===== config.mk =====
export PLATFORM = sky130hd
export DESIGN_NAME = control_puerta_acceso
export DESIGN_NICKNAME = d
export VERILOG_FILES = /design/src/rtl/control_puerta_acceso_pkg.sv /design/src/rtl/control_puerta_acceso_detector_flanco.sv /design/src/rtl/control_puerta_acceso.sv
export SDC_FILE = /design/constraint.sdc
export NUM_CORES = 1
export LEC_CHECK = 0
export CORE_UTILIZATION = 45
export CTS_CLUSTER_SIZE = 16
export DETAILED_ROUTE_END_ITERATION = 16
export PLACE_DENSITY = 0.65
export SYNTH_ARGS = -nofsm -noshare
export SYNTH_HDL_FRONTEND = slang
export SYNTH_SLANG_ARGS = --single-unit

===== constraint.sdc =====
create_clock -name CLK -period 1.67 [get_ports CLK]
set_clock_uncertainty 0.1 [all_clocks]
set_input_delay 0.334 -clock CLK [delete_from_list [all_inputs] [get_ports CLK]]
set_output_delay 0.334 -clock CLK [all_outputs]
set_load 0.005 [all_outputs]

===== src/rtl/control_puerta_acceso_pkg.sv =====
// Shared constants for the door-access controller: one-hot state encoding
// and default timing/lockout parameters.
package control_puerta_acceso_pkg;

    localparam logic [3:0] REPOSO        = 4'b0001;
    localparam logic [3:0] ABIERTO       = 4'b0010;
    localparam logic [3:0] ALARMA_PUERTA = 4'b0100;
    localparam logic [3:0] BLOQUEADO     = 4'b1000;

    localparam int MAX_INTENTOS_DEF = 3;
    localparam int T_APERTURA_DEF   = 50;

endpackage


===== src/rtl/control_puerta_acceso_detector_flanco.sv =====
// Rising-edge detector. The history register resets high so that a level
// already asserted when reset is released is not reported as an event.
module detector_flanco (
    input  logic CLK,
    input  logic RESET_N,
    input  logic entrada,
    output logic flanco
);

    logic prev;

    always_ff @(posedge CLK or negedge RESET_N) begin
        if (!RESET_N) begin
            prev <= 1'b1;
        end else begin
            prev <= entrada;
        end
    end

    assign flanco = entrada & ~prev;

endmodule


===== src/rtl/control_puerta_acceso.sv =====
// Door actuator / alarm controller fed by the PIN-entry FSM: counts failed
// attempts with admin-released lockout and times the door-open window.
module control_puerta_acceso
    import control_puerta_acceso_pkg::*;
#(
    parameter int MAX_INTENTOS = MAX_INTENTOS_DEF,
    parameter int T_APERTURA   = T_APERTURA_DEF,
    parameter int ANCHO_T      = 8
) (
    input  logic       CLK,
    input  logic       RESET_N,
    input  logic       ACCESO_ACEPTADO,
    input  logic       ACCESO_DENEGADO,
    input  logic       PUERTA_CERRADA,
    input  logic       DESBLOQUEO_ADMIN,
    output logic       ABRIR_PUERTA,
    output logic       ALARMA,
    output logic       BLOQUEO,
    output logic [1:0] INTENTOS
);

    localparam logic [2:0]         MAX_INT3 = 3'(MAX_INTENTOS);
    localparam logic [1:0]         MAX_INT2 = 2'(MAX_INTENTOS);
    localparam logic [ANCHO_T-1:0] T_INI    = ANCHO_T'(T_APERTURA - 1);

    logic [3:0]         estado, estado_sig;
    logic [1:0]         intentos_sig;
    logic [ANCHO_T-1:0] timer, timer_sig;
    logic               abrir_sig, alarma_sig, bloqueo_sig;
    logic               ev_ok, ev_den;

    detector_flanco u_flanco_ok (
        .CLK     (CLK),
        .RESET_N (RESET_N),
        .entrada (ACCESO_ACEPTADO),
        .flanco  (ev_ok)
    );

    detector_flanco u_flanco_den (
        .CLK     (CLK),
        .RESET_N (RESET_N),
        .entrada (ACCESO_DENEGADO),
        .flanco  (ev_den)
    );

    // Outputs are registered alongside the state so they change on the same edge.
    always_ff @(posedge CLK or negedge RESET_N) begin
        if (!RESET_N) begin
            estado       <= REPOSO;
            INTENTOS     <= 2'd0;
            timer        <= '0;
            ABRIR_PUERTA <= 1'b0;
            ALARMA       <= 1'b0;
            BLOQUEO      <= 1'b0;
        end else begin
            estado       <= estado_sig;
            INTENTOS     <= intentos_sig;
            timer        <= timer_sig;
            ABRIR_PUERTA <= abrir_sig;
            ALARMA       <= alarma_sig;
            BLOQUEO      <= bloqueo_sig;
        end
    end

    always_comb begin
        estado_sig   = estado;
        intentos_sig = INTENTOS;
        timer_sig    = timer;
        case (estado)
            REPOSO: begin
                // A simultaneous accept/deny is treated as a denial (fail-safe).
                if (ev_den) begin
                    if (({1'b0, INTENTOS} + 3'd1) >= MAX_INT3) begin
                        estado_sig   = BLOQUEADO;
                        intentos_sig = MAX_INT2;
                    end else begin
                        intentos_sig = INTENTOS + 2'd1;
                    end
                end else if (ev_ok) begin
                    estado_sig   = ABIERTO;
                    intentos_sig = 2'd0;
                    timer_sig    = T_INI;
                end
            end
            ABIERTO: begin
                if (timer == '0) begin
                    estado_sig = PUERTA_CERRADA ? REPOSO : ALARMA_PUERTA;
                end else begin
                    timer_sig = timer - 1'b1;
                end
            end
            ALARMA_PUERTA: begin
                if (PUERTA_CERRADA) begin
                    estado_sig = REPOSO;
                end
            end
            BLOQUEADO: begin
                if (DESBLOQUEO_ADMIN) begin
                    estado_sig   = REPOSO;
                    intentos_sig = 2'd0;
                end
            end
            default: begin
                estado_sig   = REPOSO;
                intentos_sig = 2'd0;
                timer_sig    = '0;
            end
        endcase
    end

    always_comb begin
        abrir_sig   = (estado_sig == ABIERTO);
        alarma_sig  = (estado_sig == ALARMA_PUERTA) || (estado_sig == BLOQUEADO);
        bloqueo_sig = (estado_sig == BLOQUEADO);
    end

endmodule


* After elaboration in Yosys (flattened, before gate mapping)
Cells that the tools add are included.
Storage, ports and cells: logic and storage cells 53, latch bits 0, bits of input ports 6, output and inout port bits 5, memory bits (writable) 0, memories 0, memory bits (read-only) 0, register bits 19
Cells by class: shift-type cells 0, add/sub/neg operators 3, bitwise gates (word level) 6, equal/unequal tests 12, muxes and demuxes 17, multiply operators 0, reduce and logical (&&, ||, !) cells 6, order comparisons 1, div/mod/pow operators 0
Operators by type and width (count):
- $mux W4 | 6
- $mux W8 | 3
- $pmux W8 S3 | 1
- $pmux W4 S4 | 1
- $eq A4 B2 Y1 const B | 2
- $eq A4 B3 Y1 const B | 2
- $eq A4 B4 Y1 const B | 2
- $logic_not A8 Y1 | 1
- $mux W2 | 4
- $ne A2 B2 Y1 const B | 4
- $sub A8 B1 Y8 const B | 1
- $pmux W2 S3 | 1
- $eq A4 B1 Y1 const B | 1
- $not A1 Y1 | 4
- $reduce_and A4 Y1 | 1
- $reduce_or A2 Y1 | 2
- $add A2 B1 Y3 const B | 1
- $ge A3 B2 Y1 const B | 1
- $mux W3 | 1
- $ne A3 B3 Y1 const B | 1
- $reduce_and A3 Y1 | 1
- $add A2 B1 Y2 const B | 1
- $and A1 B1 Y1 | 2
- $logic_or A1 B1 Y1 | 1

* Logic depth before layout (Yosys ltp)
word-level depth 7, gate-level depth with buffers 7, depth with buffers taken out 7

* Cells and area by module
From an unflattened synthesis, not the netlist that was laid out.
Second synthesis, totals: cells, all modules 109, area, all modules 1097.3 µm²
By module, submodules not included:
- control_puerta_acceso | times used 1, seq. area each 426.7 µm², cells each 105, area an instance 1017.2 µm²
- detector_flanco | times used 2, seq. area each 26.3 µm², cells each 2, area an instance 40.0 µm²

* Worst setup path before layout
Ideal clock, no wire load.
path type register to register, start register timer[0], end register timer[0], clock period less this slack 1.620 ns, setup time 0.078 ns, path slack 0.050 ns, buffers on the path 0, cell stages (with the launch flop) 8, required time 1.492 ns, arrival time 1.442 ns, cells stage by stage dfrtp_1 inv_1 ha_1 nor2b_1 nand3b_2 o211ai_2 a211oi_1 a21oi_1
On the way: word-level cells in the longest chain between the ends 3, elaborated cells between the ends (all ways) 6, those cells by class add/sub: 1; eq/ne: 1; mux: 2; reduce/logical: 2
Ends and longest elaborated chain:
- start, declared | RTL line control_puerta_acceso.sv:28 | logic [ANCHO_T-1:0] timer, timer_sig;
- start signal, assigned | RTL line control_puerta_acceso.sv:58 | timer <= timer_sig;
- $sub A8 B1 Y8 or $logic_not A8 Y1 (tied branches) | RTL line control_puerta_acceso.sv:89, control_puerta_acceso.sv:86
- $mux W8 or $ne A2 B2 Y1 (tied branches)
- $pmux W8 S3 or $reduce_and A4 Y1 (tied branches)
Parallel ways exist; a longest one is shown, timed or not. The select of a mux whose other input is x is not followed. A chain may end at the register's enable or synchronous reset.

* Final worst setup path
start register timer[3], end register timer[0]
On the way: word-level cells in the longest chain between the ends 3
Ends and longest elaborated chain:
- $logic_not A8 Y1 | RTL line control_puerta_acceso.sv:86 | if (timer == '0) begin
- $ne A2 B2 Y1 (no line)
- $reduce_and A4 Y1 (no line)
No other way between the ends.

==> impl_metrics.json <==
{
  "status": "finished clean",
  "cp_num_buf_inv": 0,
  "wl_per_cell_um": 15.0,
  "placedCellCount": 179,
  "p_per_area_nw_per_um2": 1150,
  "worstMarginPinSlew_ns": 0.351,
  "io_buffers": 10,
  "grt_max_degree": 20,
  "yosysWarningCount": 0,
  "vdd_ir_drop_max_uv": 704,
  "path_cells": "nor4_4 > nand3b_4 > o211ai_4 > a211oi_1 > a21oi_1",
  "nets": 169,
  "worstSetupPathType": "register to register",
  "synth_fp_nets": 122,
  "crit_required_ns": 1.81,
  "synth_top_family_by_area": "simple AND/OR/NAND/NOR gates",
  "drt_iter0_drc": 28,
  "start_util": 0.490,
  "yosys.area_share.simple": 0.258,
  "rows": 17,
  "dp_hpwl_um": 1980,
  "synthMuxAreaShare": 0,
  "startpoint_type": "register",
  "synthAdderAreaFrac": 0.0227,
  "nFillCells": 191,
  "path_max_fanout": 7,
  "die_x_um": 51.6,
  "syn2layout_area_growth_pct": 45.4,
  "grt_pass1_wl_um": 4520,
  "coreArea_um2": 2250,
  "ys_ff_latch": 19,
  "cp-startpoint": "timer[3]",
  "ioPinCount": 11,
  "syn-cell-area_um2": 1100,
  "final-hold-violation-count": 0,
  "synthXorXnorAreaFrac": 0,
  "grt_pass1_vias": 1030,
  "finalNonFillerCells": 188,
  "drt_pass1_iterations": 4,
  "routed_wl_um": 2810,
  "layout_commonest_cell": "buf_4",
  "final_cell_mix": "32 x buf_4, 14 x dfrtp_1, 14 x o21ai_1",
  "grt_antenna_before_repair": 0,
  "report.final.setup_viol": 0,
  "cts.sinks": 19,
  "ys_seq_area_frac": 0.434,
  "place_area_um2": 1440,
  "rsz0062_at_grt": "true",
  "reg2reg_slack_ns": 0.00008,
  "ant_nets": 0,
  "r2r_end": "timer[0]",
  "slew_headroom": 0.765,
  "arrival_ns": 1.81,
  "r2r_start": "timer[3]",
  "hold_path_class": "input port to async pin",
  "fmax_ghz": 0.599,
  "syn_inst": 114,
  "reg2reg_depth": 5,
  "place.gp.congestion": 0.820,
  "crit_cells": 5,
  "synth_compound_gate_area_share": 0.250,
  "htree_num_levels": 1,
  "p_leak_nw": 0.785,
  "dieHeight_um": 51.6,
  "period_minus_slack_ns": 1.67,
  "cp_top_family": "simple AND/OR/NAND/NOR gates",
  "cp_slowest_cell": "dfrtp_1",
  "tritoncts": "built",
  "slowest_delay_ns": 0.42,
  "fin_crit_sh": 1.00,
  "yosys.cell_types.count": 36,
  "dieArea_um2": 2660,
  "cts-root-buf": "clkbuf_4",
  "clockBufferDepth": 2,
  "clk_pin_slew_worst_paths_ns": 0.11,
  "synth_area_per_cell_um2": 9.69,
  "grt_overflow_total": 0,
  "cap_violations": 0,
  "insertion_delay_ns": 0.30,
  "n_antenna_cell": 0,
  "drc": 0,
  "drive_gt1_frac": 0.406,
  "via_per_inst": 5.51,
  "worst_setup_path_end_kind": "register",
  "grtUsageTotal": 0.233,
  "numCtsBuffers": 3,
  "crit_end": "timer[0]",
  "vias": 1035,
  "drv_slew": 0,
  "design_area_um2": 1610
}
flip-flops by register name (all words and copies together) (netlist names):
name / cells
u_flanco_ok.prev: 1
BLOQUEO: 1
INTENTOS: 2
ABRIR_PUERTA: 1
timer: 8
u_flanco_den.prev: 1
ALARMA: 1
estado: 4
area by class of cell:
type	count	area, µm²	area share
tap	28	35.0	0.0218
sequential	19	482	0.300
timing repair buffer	45	377	0.234
multi-input combinational	88	672	0.418
clock buffer	4	26.3	0.0164
inverter	4	15.0	0.00935
worst min path at each step:
stage	from	end	cells past startpoint
floorplan	RESET_N	ABRIR_PUERTA	0
global placement	timer[7]	timer[7]	1
detailed placement	timer[7]	timer[7]	1
CTS	RESET_N	timer[4]	2
global route	RESET_N	timer[3]	2
finish	RESET_N	timer[5]	2
cells by family (layout without fill, tap and decap cells):
kind of cell | after synthesis | in the layout
AO/OA/AOI/OAI | 42 | 42
adder cells (fa/ha/maj) | 2 | 2
buffers and inverters | 7 | 53
flip-flops | 19 | 19
AND/OR/NAND/NOR | 44 | 44
synthesized netlist by cell type (all sizes together):
master	instances	area share
nor4	1	0.019
a22o	1	0.0079
a32o	1	0.0091
nor2	8	0.027
o31ai	1	0.0068
o21bai	1	0.0068
or4	1	0.010
nor2b	8	0.045
o211a	1	0.0091
nor3b	2	0.023
nand3	3	0.014
a31oi	4	0.023
nor4b	1	0.022
nand3b	1	0.010
nand4	1	0.0057
o21ai	20	0.097
inv	4	0.014
dfstp	3	0.071
ha	2	0.023
buf	3	0.022
nor3	3	0.018
nand2b	6	0.034
a21o	2	0.014
nand2	9	0.031
o211ai	1	0.011
dfrtp	16	0.36
a21oi	7	0.035
o41ai	1	0.015
o311a	1	0.0091
a211oi	1	0.0068
stage by stage:
step	power [mW]	hold WS [ns]	setup TNS [ns]	util	setup slack [ns]
2_1_floorplan	1.07	-0.0616	0	-	0.0504
3_3_place_gp	1.42	0.366	-1.35	0.639	-0.170
3_5_place_dp	1.44	0.374	-1.52	0.639	-0.180
4_1_cts	1.75	0.249	0	0.673	0.00579
5_1_grt	1.97	0.288	-0.519	0.713	-0.0984
6_report	1.85	0.248	0	0.713	0.0000774
report_power, final:
group          total [mW]  switching [mW]  internal (mW)  leakage [nW]
combinational       0.977           0.450          0.528         0.530
clock               0.242           0.148         0.0932        0.0150
sequential          0.635          0.0825          0.553         0.240
metal layers:
layer  part of all wire  global-route usage
met5                  0                   0
met4              0.018               0.108
met1               0.43               0.270
met3              0.028              0.0351
met2               0.52               0.418
worst reg2reg max path: cells and delay by family (launching register included):
| kind | cells | cell delay [ns] |
|---|---|---|
| compound gates | 3 | 0.50 |
| flops | 1 | 0.42 |
| simple gates | 2 | 0.58 |
what timing repair did:
item	CTS	global route
gates resized for setup	9	16
buffers inserted	1	4
setup endpoints to repair	9	12
pin swaps	2	10
hold buffers	0	0
Power figures use the tool's default switching activity.
